[config.mk]
export PLATFORM = sky130hd
export DESIGN_NAME = fwd_hazard_unit
export DESIGN_NICKNAME = d
export VERILOG_FILES = /design/src/rtl/fwd_pkg.sv /design/src/rtl/fwd_stage_tracker.sv /design/src/rtl/fwd_hazard_unit.sv
export SDC_FILE = /design/constraint.sdc
export NUM_CORES = 1
export LEC_CHECK = 0
export BUFFER_PORTS_ARGS = -buffer_cell sky130_fd_sc_hd__buf_4
export CORE_ASPECT_RATIO = 0.6
export CORE_UTILIZATION = 26
export DETAILED_ROUTE_END_ITERATION = 6
export MAX_ROUTING_LAYER = met4
export PLACE_DENSITY_LB_ADDON = 0.15
export SETUP_SLACK_MARGIN = 0.15
export SLEW_MARGIN = 20
export SYNTH_ARGS = -nofsm -noshare
export SYNTH_HDL_FRONTEND = slang
export SYNTH_SLANG_ARGS = --single-unit
[constraint.sdc]
create_clock -name clk -period 1.44 [get_ports clk]
set_clock_uncertainty 0.1 [all_clocks]
set_input_delay 0.144 -clock clk [delete_from_list [all_inputs] [get_ports clk]]
set_output_delay 0.144 -clock clk [all_outputs]
set_load 0.005 [all_outputs]
[src/rtl/fwd_pkg.sv]
// Shared types and constants for the EX-stage forwarding / hazard unit.
// REG_AW and SEL_W live here because the tracker entry layout and the
// select encoding both depend on them; every file sees the same values.
package fwd_pkg;

    localparam int REG_AW      = 5;   // 32 architectural registers, x0 reads as zero
    localparam int SEL_W       = 2;   // select width of the 4:1 operand mux
    localparam int STALL_CNT_W = 32;  // stall-cycle counter width (optional counter)

    // Operand-mux select encoding
    localparam logic [SEL_W-1:0] FWD_REG   = 2'b00;  // register-file operand
    localparam logic [SEL_W-1:0] FWD_EXMEM = 2'b01;  // EX/MEM ALU result
    localparam logic [SEL_W-1:0] FWD_MEMWB = 2'b10;  // MEM/WB write-back data
    localparam logic [SEL_W-1:0] FWD_RSVD  = 2'b11;  // reserved, never driven

    // One in-flight instruction as seen by the forwarding logic
    typedef struct packed {
        logic              valid;
        logic [REG_AW-1:0] rd;
        logic              reg_write;
        logic              mem_read;
    } fwd_entry_t;

    localparam fwd_entry_t FWD_BUBBLE = '0;

    // Entry produces a value that the consumer of register rs needs.
    // x0 never matches, so reads of x0 always come from the register file.
    function automatic logic fwd_hit(input fwd_entry_t e, input logic [REG_AW-1:0] rs);
        return e.valid && e.reg_write && (e.rd != '0) && (e.rd == rs);
    endfunction

    // Younger producer (EX/MEM) wins over the older one (MEM/WB).
    function automatic logic [SEL_W-1:0] fwd_select(input fwd_entry_t exmem,
                                                    input fwd_entry_t memwb,
                                                    input logic [REG_AW-1:0] rs);
        if (fwd_hit(exmem, rs))      return FWD_EXMEM;
        else if (fwd_hit(memwb, rs)) return FWD_MEMWB;
        else                         return FWD_REG;
    endfunction

endpackage

[src/rtl/fwd_stage_tracker.sv]
// Destination-register tracker for the EX, MEM and WB stages.
// EX and MEM are held in flops. The WB entry only matters at the edge it is
// formed (when the next consumer enters EX), so it is exported as the value
// MEM hands over at that edge; after that the instruction retires and no
// longer influences forwarding, so it needs no storage of its own.
module fwd_stage_tracker
    import fwd_pkg::*;
(
    input  logic       clk,
    input  logic       rst,
    input  logic       load_en,    // ID instruction advances into EX this edge
    input  logic       flush,      // kill ID and EX contents this edge
    input  fwd_entry_t id_entry,
    output fwd_entry_t ex_entry,   // instruction currently in EX
    output fwd_entry_t mem_next,   // entry entering MEM at the coming edge
    output fwd_entry_t wb_next     // entry entering WB at the coming edge
);

    fwd_entry_t ex_q, ex_d;
    fwd_entry_t mem_q, mem_d;

    // Next-state: ID or bubble into EX, EX (or bubble on flush) into MEM
    always_comb begin
        // NOTE: every always_comb output gets a default first so no path leaves it unassigned (no latch).
        ex_d  = FWD_BUBBLE;
        mem_d = ex_q;
        if (load_en && !flush) ex_d = id_entry;
        if (flush)             mem_d = FWD_BUBBLE;
    end

    // Pipeline shift with synchronous reset to an empty pipeline
    always_ff @(posedge clk) begin
        // NOTE: non-blocking assignments so every flop samples pre-edge values, independent of statement order.
        if (rst) begin
            ex_q  <= FWD_BUBBLE;
            mem_q <= FWD_BUBBLE;
        end else begin
            ex_q  <= ex_d;
            mem_q <= mem_d;
        end
    end

    assign ex_entry = ex_q;
    assign mem_next = mem_d;
    assign wb_next  = mem_q;

endmodule

[src/rtl/fwd_hazard_unit.sv]
// EX-stage operand forwarding control and load-use hazard detection.
// Drives the registered 2-bit selects of both ALU operand muxes and a
// one-cycle stall/bubble for load-use hazards.
// Optional feature: define FWD_STALL_CNT_EN to add the stall_count port and a
// free-running (wrapping) count of stall cycles since reset.
module fwd_hazard_unit
    import fwd_pkg::*;
(
    input  logic              clk,
    input  logic              rst,
    input  logic              id_valid,
    input  logic [REG_AW-1:0] id_rs1,
    input  logic [REG_AW-1:0] id_rs2,
    input  logic [REG_AW-1:0] id_rd,
    input  logic              id_reg_write,
    input  logic              id_mem_read,
    input  logic              flush,
    output logic              stall,
    output logic [SEL_W-1:0]  fwd_a_sel,
    output logic [SEL_W-1:0]  fwd_b_sel
`ifdef FWD_STALL_CNT_EN
    ,
    output logic [STALL_CNT_W-1:0] stall_count
`endif
);

    fwd_entry_t id_entry;
    fwd_entry_t ex_entry;
    fwd_entry_t mem_next;
    fwd_entry_t wb_next;
    logic       load_en;
    logic       load_use;

    logic [SEL_W-1:0] fwd_a_q, fwd_a_d;
    logic [SEL_W-1:0] fwd_b_q, fwd_b_d;

    assign id_entry = '{valid:     id_valid,
                        rd:        id_rd,
                        reg_write: id_reg_write,
                        mem_read:  id_mem_read};

    fwd_stage_tracker u_tracker (
        .clk      (clk),
        .rst      (rst),
        .load_en  (load_en),
        .flush    (flush),
        .id_entry (id_entry),
        .ex_entry (ex_entry),
        .mem_next (mem_next),
        .wb_next  (wb_next)
    );

    // Load-use detection against the load sitting in EX; flush overrides it.
    // rs2 is always compared, so an instruction without rs2 may stall needlessly.
    always_comb begin
        load_use = id_valid && ex_entry.valid && ex_entry.mem_read &&
                   (ex_entry.rd != '0) &&
                   ((ex_entry.rd == id_rs1) || (ex_entry.rd == id_rs2));
        stall    = load_use && !flush;
        load_en  = id_valid && !stall && !flush;
    end

    // Selects for the instruction entering EX, against the producers entering MEM and WB
    always_comb begin
        fwd_a_d = FWD_REG;
        fwd_b_d = FWD_REG;
        if (load_en) begin
            fwd_a_d = fwd_select(mem_next, wb_next, id_rs1);
            fwd_b_d = fwd_select(mem_next, wb_next, id_rs2);
        end
    end

    // Select registers, held for the whole EX cycle of their instruction
    always_ff @(posedge clk) begin
        if (rst) begin
            fwd_a_q <= FWD_REG;
            fwd_b_q <= FWD_REG;
        end else begin
            fwd_a_q <= fwd_a_d;
            fwd_b_q <= fwd_b_d;
        end
    end

    assign fwd_a_sel = fwd_a_q;
    assign fwd_b_sel = fwd_b_q;

`ifdef FWD_STALL_CNT_EN
    logic [STALL_CNT_W-1:0] stall_cnt_q, stall_cnt_d;

    // Count stall cycles; wraps naturally at 2^STALL_CNT_W
    always_comb begin
        stall_cnt_d = stall_cnt_q + STALL_CNT_W'(stall);
    end

    // Stall counter register, cleared only by reset
    always_ff @(posedge clk) begin
        if (rst) stall_cnt_q <= '0;
        else     stall_cnt_q <= stall_cnt_d;
    end

    assign stall_count = stall_cnt_q;
`else
    // Counter disabled: no stall_count port and no counter state.
`endif

endmodule

# Yosys cells after proc, flatten, opt, wreduce, memory -nomap -nowiden
# Index checks and enable logic that the tools add are counted.
# word_totals
ff_bits	19
inputBits	21
out_inout_bits	5
wordCells	50
# classes
eq_ne	6
muxes	5
n_bitwise	2
n_reduce_logical	26
# op_table
op	count
== test 5 bit	6
logical AND 1 bit	16
nonzero test 5 bit	3
2-to-1 mux 8 bit	1
OR reduction 3 bit	2
2-to-1 mux 2 bit	2
OR reduction 2 bit	2
logical NOT 1 bit	2
2-to-1 mux 1 bit	2
inverter 1 bit	2
logical OR 1 bit	1

# Logic depth before layout (Yosys ltp)
# logic_depth
depth_word	11
depth_mapped	6
depth_no_buf	5

# Modules after synthesis
# From an unflattened synthesis, not the netlist that was laid out.
# unflattened
cells_unflattened	105
area_unflattened_um2	1096.1
# by_module_without_submodules
mod	instances	cells_each	area_each_um2	seq_area_each_um2
fwd_hazard_unit	1	62	548.0	80.1
fwd_stage_tracker	1	43	548.0	320.3

# Worst setup path before layout
# OpenSTA, ideal clock, no wires.
# synth_path
path_kind	flip-flop to flip-flop
from	reg u_tracker.ex_q (netlist bit u_tracker.ex_entry[4])
to	reg u_tracker.ex_q (netlist bit u_tracker.ex_entry[0])
setup_ns	0.115
t_arrival_ns	1.240
required_time_ns	1.225
slack_ns	-0.015
stages_incl_launch_ff	7
path_buffers	1
period_less_slack_ns	1.455
cell_sequence	dfxtp_1 buf_6 xnor2_1 nand4_1 o22ai_2 a41oi_4 and2_1
# synth_between
elab_chain_cells	10
word_cells_on_any_way	13
cone_classes	2 x eq/ne; 1 x bitwise; 10 x reduce/logical
# synth_lines
element	line	rtl
from (decl)	fwd_stage_tracker.sv:19	fwd_entry_t ex_q, ex_d;
from (signal assigned)	fwd_stage_tracker.sv:35	ex_q <= FWD_BUBBLE;
from (signal assigned)	fwd_stage_tracker.sv:38	ex_q <= ex_d;
== test 5 bit or nonzero test 5 bit (tied branches)	fwd_hazard_unit.sv:58, fwd_hazard_unit.sv:57	
logical OR 1 bit or logical AND 1 bit (tied branches)	fwd_hazard_unit.sv:58, fwd_hazard_unit.sv:56	
logical AND 1 bit *	fwd_hazard_unit.sv:57	(ex_entry.rd != '0) &&
logical AND 1 bit *	fwd_hazard_unit.sv:59	stall = load_use && !flush;
logical NOT 1 bit *	fwd_hazard_unit.sv:60	load_en = id_valid && !stall && !flush;
logical AND 1 bit * (2 in a row)	fwd_hazard_unit.sv:60	
logical AND 1 bit *	fwd_stage_tracker.sv:27	if (load_en && !flush) ex_d = id_entry;
inverter 1 bit (no line) *	-	
OR reduction 2 bit (no line) *	-	
# Every way passes the cells marked *; elsewhere a longest branch is shown, timed or not.
# A chain may end at the register's enable or synchronous reset.

# Worst setup path in the final report
# layout_path
from	reg u_tracker.ex_q (netlist bit u_tracker.ex_entry[4])
to	out stall
# layout_between
elab_chain_cells	4
word_cells_on_any_way	7
cone_classes	2 x eq/ne; 5 x reduce/logical
# layout_lines
element	line	rtl
== test 5 bit or nonzero test 5 bit (tied branches)	fwd_hazard_unit.sv:58, fwd_hazard_unit.sv:57	
logical OR 1 bit or logical AND 1 bit (tied branches)	fwd_hazard_unit.sv:58, fwd_hazard_unit.sv:56	
logical AND 1 bit *	fwd_hazard_unit.sv:57	
logical AND 1 bit *	fwd_hazard_unit.sv:59	
to (decl)	fwd_hazard_unit.sv:18	output logic stall,
# Marked as above.

==> results.sh <==
export IMPL_hold_path_class="in2reg"
export IMPL_grtUsageTotal_pct=15.40
export IMPL_grt_max_degree=12
export IMPL_syn_nets=128
export IMPL_num_rows=17
export IMPL_placed_cell_area_sq_mm=0.001370
export IMPL_wl_per_cell_um=14.89
export IMPL_slew_viol_final=0
export IMPL_layout_min_cycle_time_ns=1.761
export IMPL_design_core_area_sq_mm=0.003765
export IMPL_synth_compound_area_share_pct=11.80
export IMPL_synth_xor_area_share_pct=18.36
export IMPL_antenna_cells=0
export IMPL_stdcell_area_sq_mm=0.001630
export IMPL_path_clk_slew_ns=0.07
export IMPL_avgSynthCellArea_sq_um=9.811
export IMPL_die_x_um=84.03
export IMPL_yosysSeqAreaShare_pct=36.23
export IMPL_first_pass_iters=7
export IMPL_cts_max_level=1
export IMPL_tightest_slew_ns=0.2734
export IMPL_clock_path_buffers=2
export IMPL_synth_area_sq_mm=0.001050
export IMPL_synth_seq_cells=19
export IMPL_grt_pass1_wl_um=4857
export IMPL_start_util_pct=27.88
export IMPL_drt_iter0_drc=54
export IMPL_port_buffers=25
export IMPL_final_nets=177
export IMPL_rr_startpoint="u_tracker.ex_entry[5]$_SDFF_PP0_"
export IMPL_dp_hpwl_um=2292
export IMPL_setup_violations_final=13
export IMPL_layout_common_cells="40 x buf_4, 15 x and2_1, 14 x dfxtp_1, 9 x xnor2_1"
export IMPL_peakVddDrop_uv=465.3
export IMPL_cts_buffers=3
export IMPL_grt_setup_unrepaired="true"
export IMPL_outcome="finished with violations"
export IMPL_drc=4
export IMPL_clkSinkCount=19
export IMPL_synth_fa_ha_area_share_pct=0
export IMPL_drive_above_1_share_pct=46.45
export IMPL_root_buffer="clkbuf_8"
export IMPL_synth_cell_types=29
export IMPL_gp_congestion=0.8643
export IMPL_criticalPathCategory="reg2out"
export IMPL_yosys_warnings=0
export IMPL_syn_inst=107
export IMPL_dieArea_sq_mm=0.004304
export IMPL_synth_largest_area_cell="dfxtp_1"
export IMPL_synthSimpleGateAreaFrac_pct=28.84
export IMPL_required_ns=1.20
export IMPL_wl_um=3007
export IMPL_crit_arrival_ns=1.52
export IMPL_vias=941
export IMPL_syn_to_final_growth_pct=55.30
export IMPL_synthMuxAreaShare_pct=0
export IMPL_min_from="id_rd[0]"
export IMPL_die_y_um=51.22
export IMPL_gr_total_overflow=0
export IMPL_grt_pass1_vias=1001
export IMPL_ys_top_cells_by_area="dfxtp_1 36%, xnor2_1 12%, and2_1 9.5%, xor2_1 6.7%, buf_6 3.2%"
export IMPL_ant_nets=0
export IMPL_crit_path_start="u_tracker.ex_entry[4]$_SDFF_PP0_"
export IMPL_r2r_slack_ns=-0.22
export IMPL_worstPathMaxFanout=5
export IMPL_power_density_mw_per_mm2=694.1
export IMPL_clock_latency_ns=0.25
export IMPL_cp_end_kind="primary output"
export IMPL_antenna_found_initial=0
export IMPL_utilization_pct=43.30
export IMPL_vias_per_cell=4.658
export IMPL_synth_top_family_by_area="simple AND/OR/NAND/NOR gates"
export IMPL_whs_ns=0.004365
export IMPL_cts_tree="yes"
export IMPL_cap_viol_max_count=0
export IMPL_hold_viol=0
export IMPL_totalNegativeSetupSlack_ns=-2.573
export IMPL_pin_count=26
export IMPL_violations="DRC, setup timing"
export IMPL_fin_ws_ns=-0.3210
export IMPL_startpoint_type="flip-flop"
export IMPL_fin_crit_sh_pct=122.3
export IMPL_max_clock_freq_mhz=567.9
export IMPL_synth_top_area_share_pct=36.23
export IMPL_mostFrequentLayoutCell="buf_4"
export IMPL_relSlewSlack_pct=81.63
export IMPL_total_leakage_power_uw=0.0006534
## path summary, 6_finish.rpt
kind                                                         end  cells after the start
worst max-delay path                                       stall                      5
worst min-delay path            u_tracker.ex_entry[2]$_SDFF_PP0_                      2
worst max register to register           fwd_a_sel[0]$_SDFF_PP0_                      6
worst min register to register   u_tracker.wb_next[1]$_SDFF_PP0_                      1
## power by group
group / switching [uW] / internal (uW)
clock network: 173 / 192
logic: 95.8 / 129
registers: 13.9 / 529
## logic make-up after synthesis
family                 Yosys count
AO/OA/AOI/OAI                   13
XOR/XNOR                        22
buffers and inverters            6
flip-flops                      19
AND/OR/NAND/NOR                 47
## cells in the mapped netlist
master and count:
and2_1 16, nor4_1 2, inv_1 1, nor2_2 1
nand2b_4 1, nand2_1 6, xnor2_1 14, a22oi_1 1
a41oi_4 1, o22ai_2 1, o32a_1 3, a21oi_2 1
nor4bb_1 1, dfxtp_1 19, buf_4 1, buf_2 1
nand4bb_1 1, nor2_1 6, o21ai_0 2, nor4_2 2
nand4_1 2, nand3_1 2, xor2_1 8, a211o_1 1
and4_4 1, buf_6 3, and4bb_1 2, a31oi_1 3
nor3_1 4
## stage by stage
stage	power, uW	worst slack, ns	std cells
finish	1132	-0.3210	202
global route	1190	-0.3848	202
CTS	1139	-0.3079	202
detailed placement	740.1	-0.2965	188
global placement	739.2	-0.2751	188
floorplan	643.1	0.02470	107
## worst max-delay path, cell delays in order, from the launching register on
cell and delay, ns:
dfxtp_4 0.39, xnor2_2 0.19, nand4_1 0.14, o22ai_2 0.17, and4_4 0.28, buf_6 0.10
## what timing repair did
| action | in CTS | in global routing |
|---|---|---|
| hold endpoints to repair | 4 | 0 |
| pin swaps | 9 | 2 |
| endpoints found under the setup margin | 13 | 13 |
| resized for setup | 18 | 7 |
| hold buffers | 4 | 0 |
| buffers inserted | 5 | 0 |
| gates cloned | 1 | 0 |
## flip-flops by register name, summed over array words and instances (netlist names)
name                flops
u_tracker.ex_entry      8
u_tracker.wb_next       7
fwd_a_sel               2
fwd_b_sel               2
## layer usage
metal / global-route usage, % / routed length [um] / up-vias
met2: 24.18 / 1298 / 16
met4: 2.586 / 10 / 0
met3: 3.393 / 107 / 2
li1: - / - / 472
met5: - / 0 / -
met1: 20.76 / 1591 / 451
## final cells by class
| cell class | count | area (sq um) |
|---|---|---|
| clock buffer | 3 | 41.29 |
| clock inverter | 1 | 5.005 |
| fill | 387 | 2135 |
| inverter | 1 | 3.754 |
| multi-input combinational | 83 | 739.5 |
| sequential | 19 | 396.6 |
| tap | 47 | 58.81 |
| timing repair buffer | 48 | 385.4 |
No activity file was read; power rests on OpenSTA's default activity.
